## config.mk

```make
export PLATFORM = sky130hd
export DESIGN_NAME = lsu_ctrl
export DESIGN_NICKNAME = d
export VERILOG_FILES = /design/src/rtl/lsu_ctrl.sv
export SDC_FILE = /design/constraint.sdc
export NUM_CORES = 1
export LEC_CHECK = 0
export BUFFER_PORTS_ARGS = -buffer_cell sky130_fd_sc_hd__buf_2
export CAP_MARGIN = 30
export CORE_AREA = 5 5 115 117
export DETAILED_ROUTE_END_ITERATION = 10
export DIE_AREA = 0 0 120 122
export PLACE_DENSITY = 0.76
export SLEW_MARGIN = 40
export SYNTH_ARGS = -nofsm -noshare
export SYNTH_HDL_FRONTEND = slang
export SYNTH_SLANG_ARGS = --single-unit
```

## constraint.sdc

```tcl
create_clock -name clk -period 1.57 [get_ports clk]
set_clock_uncertainty 0.05 [all_clocks]
set_input_delay 0.314 -clock clk [delete_from_list [all_inputs] [get_ports clk]]
set_output_delay 0.314 -clock clk [all_outputs]
set_load 0.01 [all_outputs]
```

## src/rtl/lsu_ctrl.sv

```systemverilog
// -----------------------------------------------------------------------------
// lsu_ctrl -- MEM-stage load/store controller in front of a data cache.
//
// Accepts one access at a time, presents it to the cache as a word-addressed
// request with byte enables and lane-replicated store data, and returns one
// registered response pulse with the extended load result or an error flag.
//
// Ports
//   clk, rst_n          clock, asynchronous active-low reset
//   req_valid/ready     request handshake from the MEM stage
//   req_we              1 = store, 0 = load
//   req_addr            byte address
//   req_wdata           right-aligned store data
//   req_load_type       0 NOREGWRITE, 1 LB, 2 LH, 3 LW, 4 LBU, 5 LHU
//   req_store_size      00 byte, 01 half, 10/11 word
//   mem_req/we/addr/wdata/be  cache request, held stable until mem_ack
//   mem_ack, mem_rdata  cache completion and read word
//   resp_valid          one-cycle response pulse
//   resp_data           extended load result (0 for stores and errors)
//   resp_err            misaligned access (or access timeout)
//   busy                controller not idle; used as pipeline stall
//
// Build option
//   LSU_TIMEOUT_EN      when defined, an access without mem_ack for 255
//                       cycles is abandoned and reported with resp_err=1.
// -----------------------------------------------------------------------------
module lsu_ctrl (
  input  logic        clk,
  input  logic        rst_n,
  input  logic        req_valid,
  output logic        req_ready,
  input  logic        req_we,
  input  logic [31:0] req_addr,
  input  logic [31:0] req_wdata,
  input  logic [2:0]  req_load_type,
  input  logic [1:0]  req_store_size,
  output logic        mem_req,
  output logic        mem_we,
  output logic [31:0] mem_addr,
  output logic [31:0] mem_wdata,
  output logic [3:0]  mem_be,
  input  logic        mem_ack,
  input  logic [31:0] mem_rdata,
  output logic        resp_valid,
  output logic [31:0] resp_data,
  output logic        resp_err,
  output logic        busy
);

  localparam int DATA_W = 32;

  localparam logic [2:0] LT_LB  = 3'd1;
  localparam logic [2:0] LT_LH  = 3'd2;
  localparam logic [2:0] LT_LW  = 3'd3;
  localparam logic [2:0] LT_LBU = 3'd4;
  localparam logic [2:0] LT_LHU = 3'd5;

  typedef enum logic [1:0] {
    S_IDLE   = 2'd0,
    S_ACCESS = 2'd1,
    S_RESP   = 2'd2
  } state_t;

  // ---------------------------------------------------------------------------
  // Helper functions
  // ---------------------------------------------------------------------------
  function automatic logic f_misaligned(input logic       we,
                                        input logic [2:0] lt,
                                        input logic [1:0] sz,
                                        input logic [1:0] a);
    logic mis;
    mis = 1'b0;
    if (we) begin
      case (sz)
        2'b00:   mis = 1'b0;
        2'b01:   mis = a[0];
        default: mis = (a != 2'b00);
      endcase
    end else begin
      case (lt)
        LT_LH, LT_LHU: mis = a[0];
        LT_LW:         mis = (a != 2'b00);
        default:       mis = 1'b0;
      endcase
    end
    return mis;
  endfunction

  // Load types that actually touch memory; NOREGWRITE and 6/7 do not.
  function automatic logic f_load_ok(input logic [2:0] lt);
    return (lt >= LT_LB) && (lt <= LT_LHU);
  endfunction

  function automatic logic [3:0] f_store_be(input logic [1:0] sz,
                                            input logic [1:0] a);
    logic [3:0] be;
    case (sz)
      2'b00:   be = 4'b0001 << a;
      2'b01:   be = 4'b0011 << a;
      default: be = 4'b1111;
    endcase
    return be;
  endfunction

  function automatic logic [DATA_W-1:0] f_store_wdata(input logic [1:0]        sz,
                                                      input logic [DATA_W-1:0] d);
    logic [DATA_W-1:0] w;
    case (sz)
      2'b00:   w = {4{d[7:0]}};
      2'b01:   w = {2{d[15:0]}};
      default: w = d;
    endcase
    return w;
  endfunction

  function automatic logic [DATA_W-1:0] f_ext_load(input logic [2:0]        lt,
                                                   input logic [1:0]        a,
                                                   input logic [DATA_W-1:0] rd);
    logic signed [7:0]        b;
    logic signed [15:0]       h;
    logic signed [DATA_W-1:0] r;
    b = rd[{a, 3'b000} +: 8];
    h = a[1] ? rd[31:16] : rd[15:0];
    case (lt)
      LT_LB:   r = DATA_W'(b);
      LT_LBU:  r = {24'h0, b};
      LT_LH:   r = DATA_W'(h);
      LT_LHU:  r = {16'h0, h};
      LT_LW:   r = rd;
      default: r = '0;
    endcase
    return r;
  endfunction

  // ---------------------------------------------------------------------------
  // State and registered request
  // ---------------------------------------------------------------------------
  state_t              r_state;
  state_t              w_state_nxt;
  logic                w_accept;
  logic                w_misaligned;
  logic                w_resp_err_nxt;
  logic [DATA_W-1:0]   w_resp_data_nxt;

  logic [DATA_W-1:0]   r_addr;
  logic [1:0]          r_off;
  logic                r_we;
  logic [2:0]          r_load_type;
  logic [3:0]          r_be;
  logic [DATA_W-1:0]   r_wdata;
  logic                r_resp_valid;
  logic                r_resp_err;
  logic [DATA_W-1:0]   r_resp_data;

  assign req_ready    = (r_state == S_IDLE);
  assign busy         = (r_state != S_IDLE);
  assign w_accept     = req_valid && req_ready;
  assign w_misaligned = f_misaligned(req_we, req_load_type, req_store_size, req_addr[1:0]);

  // Strobes decode straight from the state register so an asynchronous reset
  // drops them immediately.
  assign mem_req    = (r_state == S_ACCESS);
  assign mem_we     = r_we && (r_state == S_ACCESS);
  assign mem_addr   = r_addr;
  assign mem_wdata  = r_wdata;
  assign mem_be     = r_be;
  assign resp_valid = r_resp_valid;
  assign resp_err   = r_resp_err;
  assign resp_data  = r_resp_data;

`ifdef LSU_TIMEOUT_EN
  logic [7:0] r_tmo_cnt;

  // Held at zero outside ACCESS, so it is clear on every ACCESS entry.
  always_ff @(posedge clk or negedge rst_n) begin
    if (!rst_n) begin
      r_tmo_cnt <= 8'd0;
    end else if (r_state != S_ACCESS) begin
      r_tmo_cnt <= 8'd0;
    end else if (!mem_ack) begin
      r_tmo_cnt <= r_tmo_cnt + 8'd1;
    end
  end
`endif

  always_ff @(posedge clk or negedge rst_n) begin
    if (!rst_n) begin
      r_state <= S_IDLE;
    end else begin
      r_state <= w_state_nxt;
    end
  end

  always_comb begin
    w_state_nxt     = r_state;
    w_resp_err_nxt  = 1'b0;
    w_resp_data_nxt = '0;
    case (r_state)
      S_IDLE: begin
        if (w_accept) begin
          if (w_misaligned) begin
            w_state_nxt    = S_RESP;
            w_resp_err_nxt = 1'b1;
          end else if (!req_we && !f_load_ok(req_load_type)) begin
            w_state_nxt = S_RESP;
          end else begin
            w_state_nxt = S_ACCESS;
          end
        end
      end
      S_ACCESS: begin
        if (mem_ack) begin
          w_state_nxt     = S_RESP;
          w_resp_data_nxt = r_we ? '0 : f_ext_load(r_load_type, r_off, mem_rdata);
        end
`ifdef LSU_TIMEOUT_EN
        // Count 254 here means this is the 255th cycle without an ack; an
        // ack in this same cycle is taken by the branch above.
        else if (r_tmo_cnt == 8'd254) begin
          w_state_nxt    = S_RESP;
          w_resp_err_nxt = 1'b1;
        end
`endif
      end
      S_RESP: begin
        w_state_nxt = S_IDLE;
      end
      default: begin
        w_state_nxt = S_IDLE;
      end
    endcase
  end

  // ---------------------------------------------------------------------------
  // Request capture at accept, response capture on entry to RESP
  // ---------------------------------------------------------------------------
  always_ff @(posedge clk or negedge rst_n) begin
    if (!rst_n) begin
      r_addr       <= '0;
      r_off        <= 2'b00;
      r_we         <= 1'b0;
      r_load_type  <= 3'd0;
      r_be         <= 4'b0000;
      r_wdata      <= '0;
      r_resp_valid <= 1'b0;
      r_resp_err   <= 1'b0;
      r_resp_data  <= '0;
    end else begin
      if (w_accept) begin
        r_addr      <= {req_addr[31:2], 2'b00};
        r_off       <= req_addr[1:0];
        r_we        <= req_we;
        r_load_type <= req_load_type;
        r_be        <= req_we ? f_store_be(req_store_size, req_addr[1:0]) : 4'b1111;
        r_wdata     <= req_we ? f_store_wdata(req_store_size, req_wdata) : '0;
      end
      r_resp_valid <= (w_state_nxt == S_RESP);
      r_resp_err   <= w_resp_err_nxt;
      r_resp_data  <= w_resp_data_nxt;
    end
  end

endmodule

```

# [Word level (Yosys, flattened, before mapping)]
# Cells that the tools add are included.
[classes] n_reduce_logical=11 order_cmp=2 n_shift=3 eq_ne=11 mux=20
[op_table] cell="one-hot mux 32 bit (5 select lines)" count=1
[op_table] cell="two-way mux 32 bit" count=4
[op_table] cell="one-hot mux 32 bit (2 select lines)" count=1
[op_table] cell="variable part select 32 x 6 -> 8 bit" count=1
[op_table] cell="two-way mux 16 bit" count=1
[op_table] cell="equality test 3 x 2 -> 1 bit (second input constant)" count=4
[op_table] cell="equality test 3 bit (second input constant)" count=3
[op_table] cell="two-way mux 2 bit" count=4
[op_table] cell="one-hot mux 4 bit (2 select lines)" count=1
[op_table] cell="equality test 2 x 1 -> 1 bit (second input constant)" count=2
[op_table] cell="logical AND 1 bit" count=4
[op_table] cell="logical NOT 2 bit" count=2
[op_table] cell="two-way mux 1 bit" count=4
[op_table] cell="two-way mux 4 bit" count=1
[op_table] cell="one-hot mux 1 bit (2 select lines)" count=2
[op_table] cell="one-hot mux 2 bit (2 select lines)" count=1
[op_table] cell="nonzero test 2 bit" count=2
[op_table] cell="<< shifter 1 x 2 -> 4 bit (first input constant)" count=1
[op_table] cell="<< shifter 2 x 2 -> 4 bit (first input constant)" count=1
[op_table] cell="equality test 3 x 1 -> 1 bit (second input constant)" count=1
[op_table] cell="greater-or-equal comparator 3 x 1 -> 1 bit (second input constant)" count=1
[op_table] cell="<= comparator 3 bit (second input constant)" count=1
[op_table] cell="equality test 2 bit (second input constant)" count=1
[op_table] cell="logical NOT 1 bit" count=2
[op_table] cell="OR reduction 2 bit" count=1
[totals] elab_cells=57 reg_bits=108 out_inout_bits=106 input_bits=106

# [Longest topological paths before layout]
[logic_depth] word_depth=9 mapped_depth=7 ltp_nobuf=4

# [Worst setup path after synthesis]
# No wires, ideal clock.
[synth_path] path_kind="register to register" start="reg r_off[1]" end="reg r_resp_data[21], in the netlist resp_data[21]" n_path_buf=1 required_ps=1384 setup_ps=136 arrival_time_ps=1414 path_slack_ps=-31 period_less_slack_ps=1601 path_stages_with_launch=5 cell_sequence="dfrtp_1 > mux4_2 > a31oi_4 > buf_6 > a21oi_1"
[synth_via] elab_chain_len=5 elab_cells_between_ends=6
[synth_rtl] item="from (decl)" line="146" source="logic [1:0] r_off;"
[synth_rtl] item="from (signal assigned)" line="251" source="r_off <= req_addr[1:0];"
[synth_rtl] item="variable part select 32 x 6 -> 8 bit / two-way mux 16 bit (equally long branches)" line="122, 123"
[synth_rtl] item="one-hot mux 32 bit (5 select lines) *" line="124" source="case (lt)"
[synth_rtl] item="two-way mux 32 bit *" line="214" source="w_resp_data_nxt = r_we ? '0 : f_ext_load(r_load_type, r_off, mem_rdata);"
[synth_rtl] item="two-way mux 32 bit *" line="212" source="if (mem_ack) begin"
[synth_rtl] item="two-way mux 32 bit *" line="198" source="case (r_state)"
[synth_rtl] item="net w_resp_data_nxt[21]" line="143" source="logic [DATA_W-1:0] w_resp_data_nxt;"
[synth_rtl] item="to (signal assigned)" line="259" source="r_resp_data <= w_resp_data_nxt;"
[synth_rtl] item="to (decl)" line="153" source="logic [DATA_W-1:0] r_resp_data;"
# Mark *: on every way through the listed nets, which the timed path passes. The rest lies on a longest branch.
# A chain may end at the register's enable or synchronous reset.

# [Worst setup path after layout]
[layout_path] start="reg r_off[1]" end="reg r_resp_data[13], in the netlist resp_data[13]"
# Same word-level chain as after synthesis.

==> impl_metrics.py <==
metrics = {
    "floorplanning": {
        "top_level_ports": 212,
        "height_of_the_die_um": 122,
        "chipWidth_um": 120,
        "design.die.area_um2": 14600,
        "placementRows": 41,
        "core_area_um2": 12300,
        "initial_core_util_pct": 42.4,
    },
    "global_route": {
        "number_of_global_route_vias_before_repair": 4883,
        "gr-usage-met3_pct": 7.85,
        "antenna_found_initial": 1,
        "grt.total_usage_pct": 21.6,
        "wire_length_of_the_first_global_routing_pass_um": 24800,
        "grt.overflow.total": 0,
        "grt_start_max_net_pins": 70,
        "busiest_metal_layer_after_global_routing": "met2",
        "grtUsageMet1_pct": 24.6,
        "use_met2_pct": 35.6,
    },
    "pwr": {
        "cellPowerDensity_nw_per_um2": 1380,
        "p_leak_uw": 0.00354,
        "p_total_uw": 9710,
        "power.ir.vdd_worst_uv": 757,
    },
    "cells_and_area": {
        "post-route-cell-area_um2": 7030,
        "commonest_non_fill_non_tap_cells_in_the_layout": "sky130_fd_sc_hd__buf_2, sky130_fd_sc_hd__dfrtp_1, sky130_fd_sc_hd__nand2_1",
        "number_of_nets_in_the_finished_design": 802,
        "final_common_cell": "sky130_fd_sc_hd__buf_2",
        "syn2layout_area_growth_pct": 35.4,
        "final_cells": 851,
        "num-fill-cells": 1038,
        "drive_gt1_share_pct": 49.5,
        "antenna_fix_cells": 0,
    },
    "logic_synthesis": {
        "synth-warning-count": 0,
        "synth_enable_flop_cells": 0,
        "number_of_distinct_standard_cells_referenced_by_the_synthesized_netlist": 45,
        "synth.cell_area_um2": 5200,
        "synthFlopType": "sky130_fd_sc_hd__dfrtp_1",
        "ys_seq_elements": 108,
        "synthesized_instance_count": 464,
        "synthArstFlopShare_pct": 100,
        "synth_seq_area_share_pct": 52.0,
        "synth_area_per_cell_um2": 11.2,
    },
    "setup_path": {
        "crit_type": "flop to flop",
        "cp.required_ns": 1.76,
        "arrival_ns": 1.82,
        "crit_path_start_kind": "flop",
        "worstPathMaxFanout": 7,
        "reg_to_reg_critical_path_endpoint": "resp_data[13]",
        "worstReg2RegStart": "r_off[1]",
        "critical_path.startpoint": "r_off[1]",
        "reg2reg_depth": 4,
        "timing.reg2reg.setup_slack_ns": -0.06,
        "critical_path.endpoint_type": "flop",
    },
    "hold_path": {
        "worstHoldPathType": "primary input to flop",
        "worst_hold_path.num_cells": 2,
        "hold_path_startpoint": "req_addr[16]",
        "worst_hold_path.endpoint": "mem_addr[16]",
    },
    "clock_tree": {
        "maximum_root_to_sink_buffer_count": 2,
        "clk_root_buffer_cell": "sky130_fd_sc_hd__clkbuf_16",
        "clock_sinks": 108,
        "clk_pin_slew_ns": 0.07,
        "cts_made_buffers": 9,
        "tritoncts": "yes",
        "worst_skew_pair.late_latency_ns": 0.35,
        "clock_tree.htree_level_count": 3,
    },
    "sta": {
        "post-route-period-util_pct": 104,
        "timing.final.max_slew_violations": 0,
        "hold_viol_final": 0,
        "worst_setup_margin_ns": -0.0607,
        "finalSetupViolCount": 26,
        "finalSetupTns_ns": -1.04,
        "fmax_mhz": 613,
        "rsz_0062_raised_after_global_routing": "yes",
        "final_period_minus_worst_setup_slack_ns": 1.63,
    },
    "drt": {
        "avgViaCountPerCell": 5.42,
        "post_drt_wl_per_cell_um": 18.6,
        "ant_nets": 0,
        "routed-via-count": 4611,
        "first_iter_violations": 276,
        "dr.pass1.iters": 4,
        "post-route-drc-count": 0,
        "wirelength_um": 15900,
    },
    "job": {
        "drv.max_cap_violation_count": 0,
    },
    "placement": {
        "hpwl_reported_at_the_end_of_detailed_placement_um": 12200,
        "place.gp.congestion": 0.924,
        "placement.io_buffers": 209,
        "placed_cell_area_um2": 6620,
        "dp.cells": 831,
    },
    "outcome": {
        "status": "finished, violations left",
        "failed_checks": "negative setup slack",
    },
}
==> how the worst max path moves through the flow <==
stage / endpoint / slack (ns) / cells after the start
CTS: resp_data[20] / -0.07 / 4
global route: resp_data[14] / -0.13 / 4
finish: resp_data[13] / -0.06 / 4
global placement: resp_data[14] / -0.07 / 5
floorplan: resp_data[21] / 0.006 / 4
detailed placement: resp_data[7] / -0.13 / 5
==> critical path: stages, from the launching register on <==
cell and delay, ns:
sky130_fd_sc_hd__dfrtp_1 0.41, sky130_fd_sc_hd__mux4_2 0.59, sky130_fd_sc_hd__nand3_2 0.14, sky130_fd_sc_hd__nor2_4 0.06, sky130_fd_sc_hd__a221o_1 0.27
==> logic make-up (layout without fill, tap and decap cells) <==
kind of cell           Yosys count  in the layout  synth area share (%)
AND/OR/NAND/NOR                122            122                  9.92
AO/OA/AOI/OAI                  118            118                  16.6
flip-flops                     108            108                  52.0
multiplexers                    70             70                  16.5
buffers and inverters           44            280                  4.77
other                            1              2                0.0722
XOR/XNOR                         1              1                 0.169
==> final cells by class <==
| cell class | count | area [um^2] | area share, % |
|---|---|---|---|
| clock inverter | 7 | 60.1 | 0.854 |
| timing repair buffer | 257 | 1500 | 21.3 |
| multi-input combinational | 313 | 2330 | 33.1 |
| inverter | 7 | 26.3 | 0.374 |
| tap | 150 | 188 | 2.67 |
| clock buffer | 9 | 225 | 3.20 |
| sequential | 108 | 2710 | 38.5 |
==> power by group <==
part           leakage [uW]  internal, uW  switching [uW]
sequential          0.00138          3400             386
combinational       0.00203          1840            1880
clock              0.000135          1100            1100
==> state kept, by name (all words and copies together), names as in the netlist <==
name and flops:
r_load_type 3, resp_valid 1, r_state 2, r_we 1
mem_wdata 32, resp_err 1, r_off 2, resp_data 32
mem_be 4, mem_addr 30
==> cells in the mapped netlist (all sizes together) (2+ instances only) <==
| master | instances | area (um^2) |
|---|---|---|
| mux4 | 8 | 180 |
| mux2 | 45 | 507 |
| a211oi | 2 | 25.0 |
| o31ai | 16 | 120 |
| a22oi | 8 | 60.1 |
| a21o | 4 | 30.0 |
| nand2 | 72 | 270 |
| o22ai | 2 | 12.5 |
| inv | 6 | 22.5 |
| o21a | 2 | 15.0 |
| o21ai | 24 | 120 |
| dfrtp | 108 | 2700 |
| buf | 25 | 166 |
| nor2 | 34 | 128 |
| a22o | 18 | 158 |
| mux2i | 17 | 170 |
| nor3 | 4 | 25.0 |
| a2111oi | 2 | 18.8 |
| clkbuf | 12 | 55.1 |
| nand2b | 2 | 12.5 |
| a221o | 7 | 70.1 |
| nor2b | 3 | 18.8 |
| a21oi | 19 | 95.1 |
| o2bb2ai | 10 | 87.6 |
==> layer usage <==
metal | vias to the layer above | share of wire, % | wire, um
met3 | 41 | 10 | 1650
met5 | - | 0.057 | 9
met2 | 236 | 48 | 7660
li1 | 2127 | - | -
met4 | 2 | 4.1 | 654
met1 | 2205 | 37 | 5890
==> repair_timing <==
item                       CTS  global route
gates cloned                 0             0
setup endpoints to repair   27            35
pin swaps                    3             4
hold endpoints to repair   108             0
resized for setup           11            14
hold buffers                 1             0
buffers inserted             3             0
==> metrics by stage <==
stage / setup WS (ns) / util [%] / hold slack (ns)
6_report: -0.0607 / 57.4 / 0.133
5_1_grt: -0.128 / 57.4 / 0.127
4_1_cts: -0.0658 / 56.9 / 0.117
3_5_place_dp: -0.130 / 54.0 / 0.294
3_3_place_gp: -0.0672 / 54.0 / 0.290
2_1_floorplan: 0.00601 / - / -0.0316
Note: power is estimated with default switching activity, not from simulation.
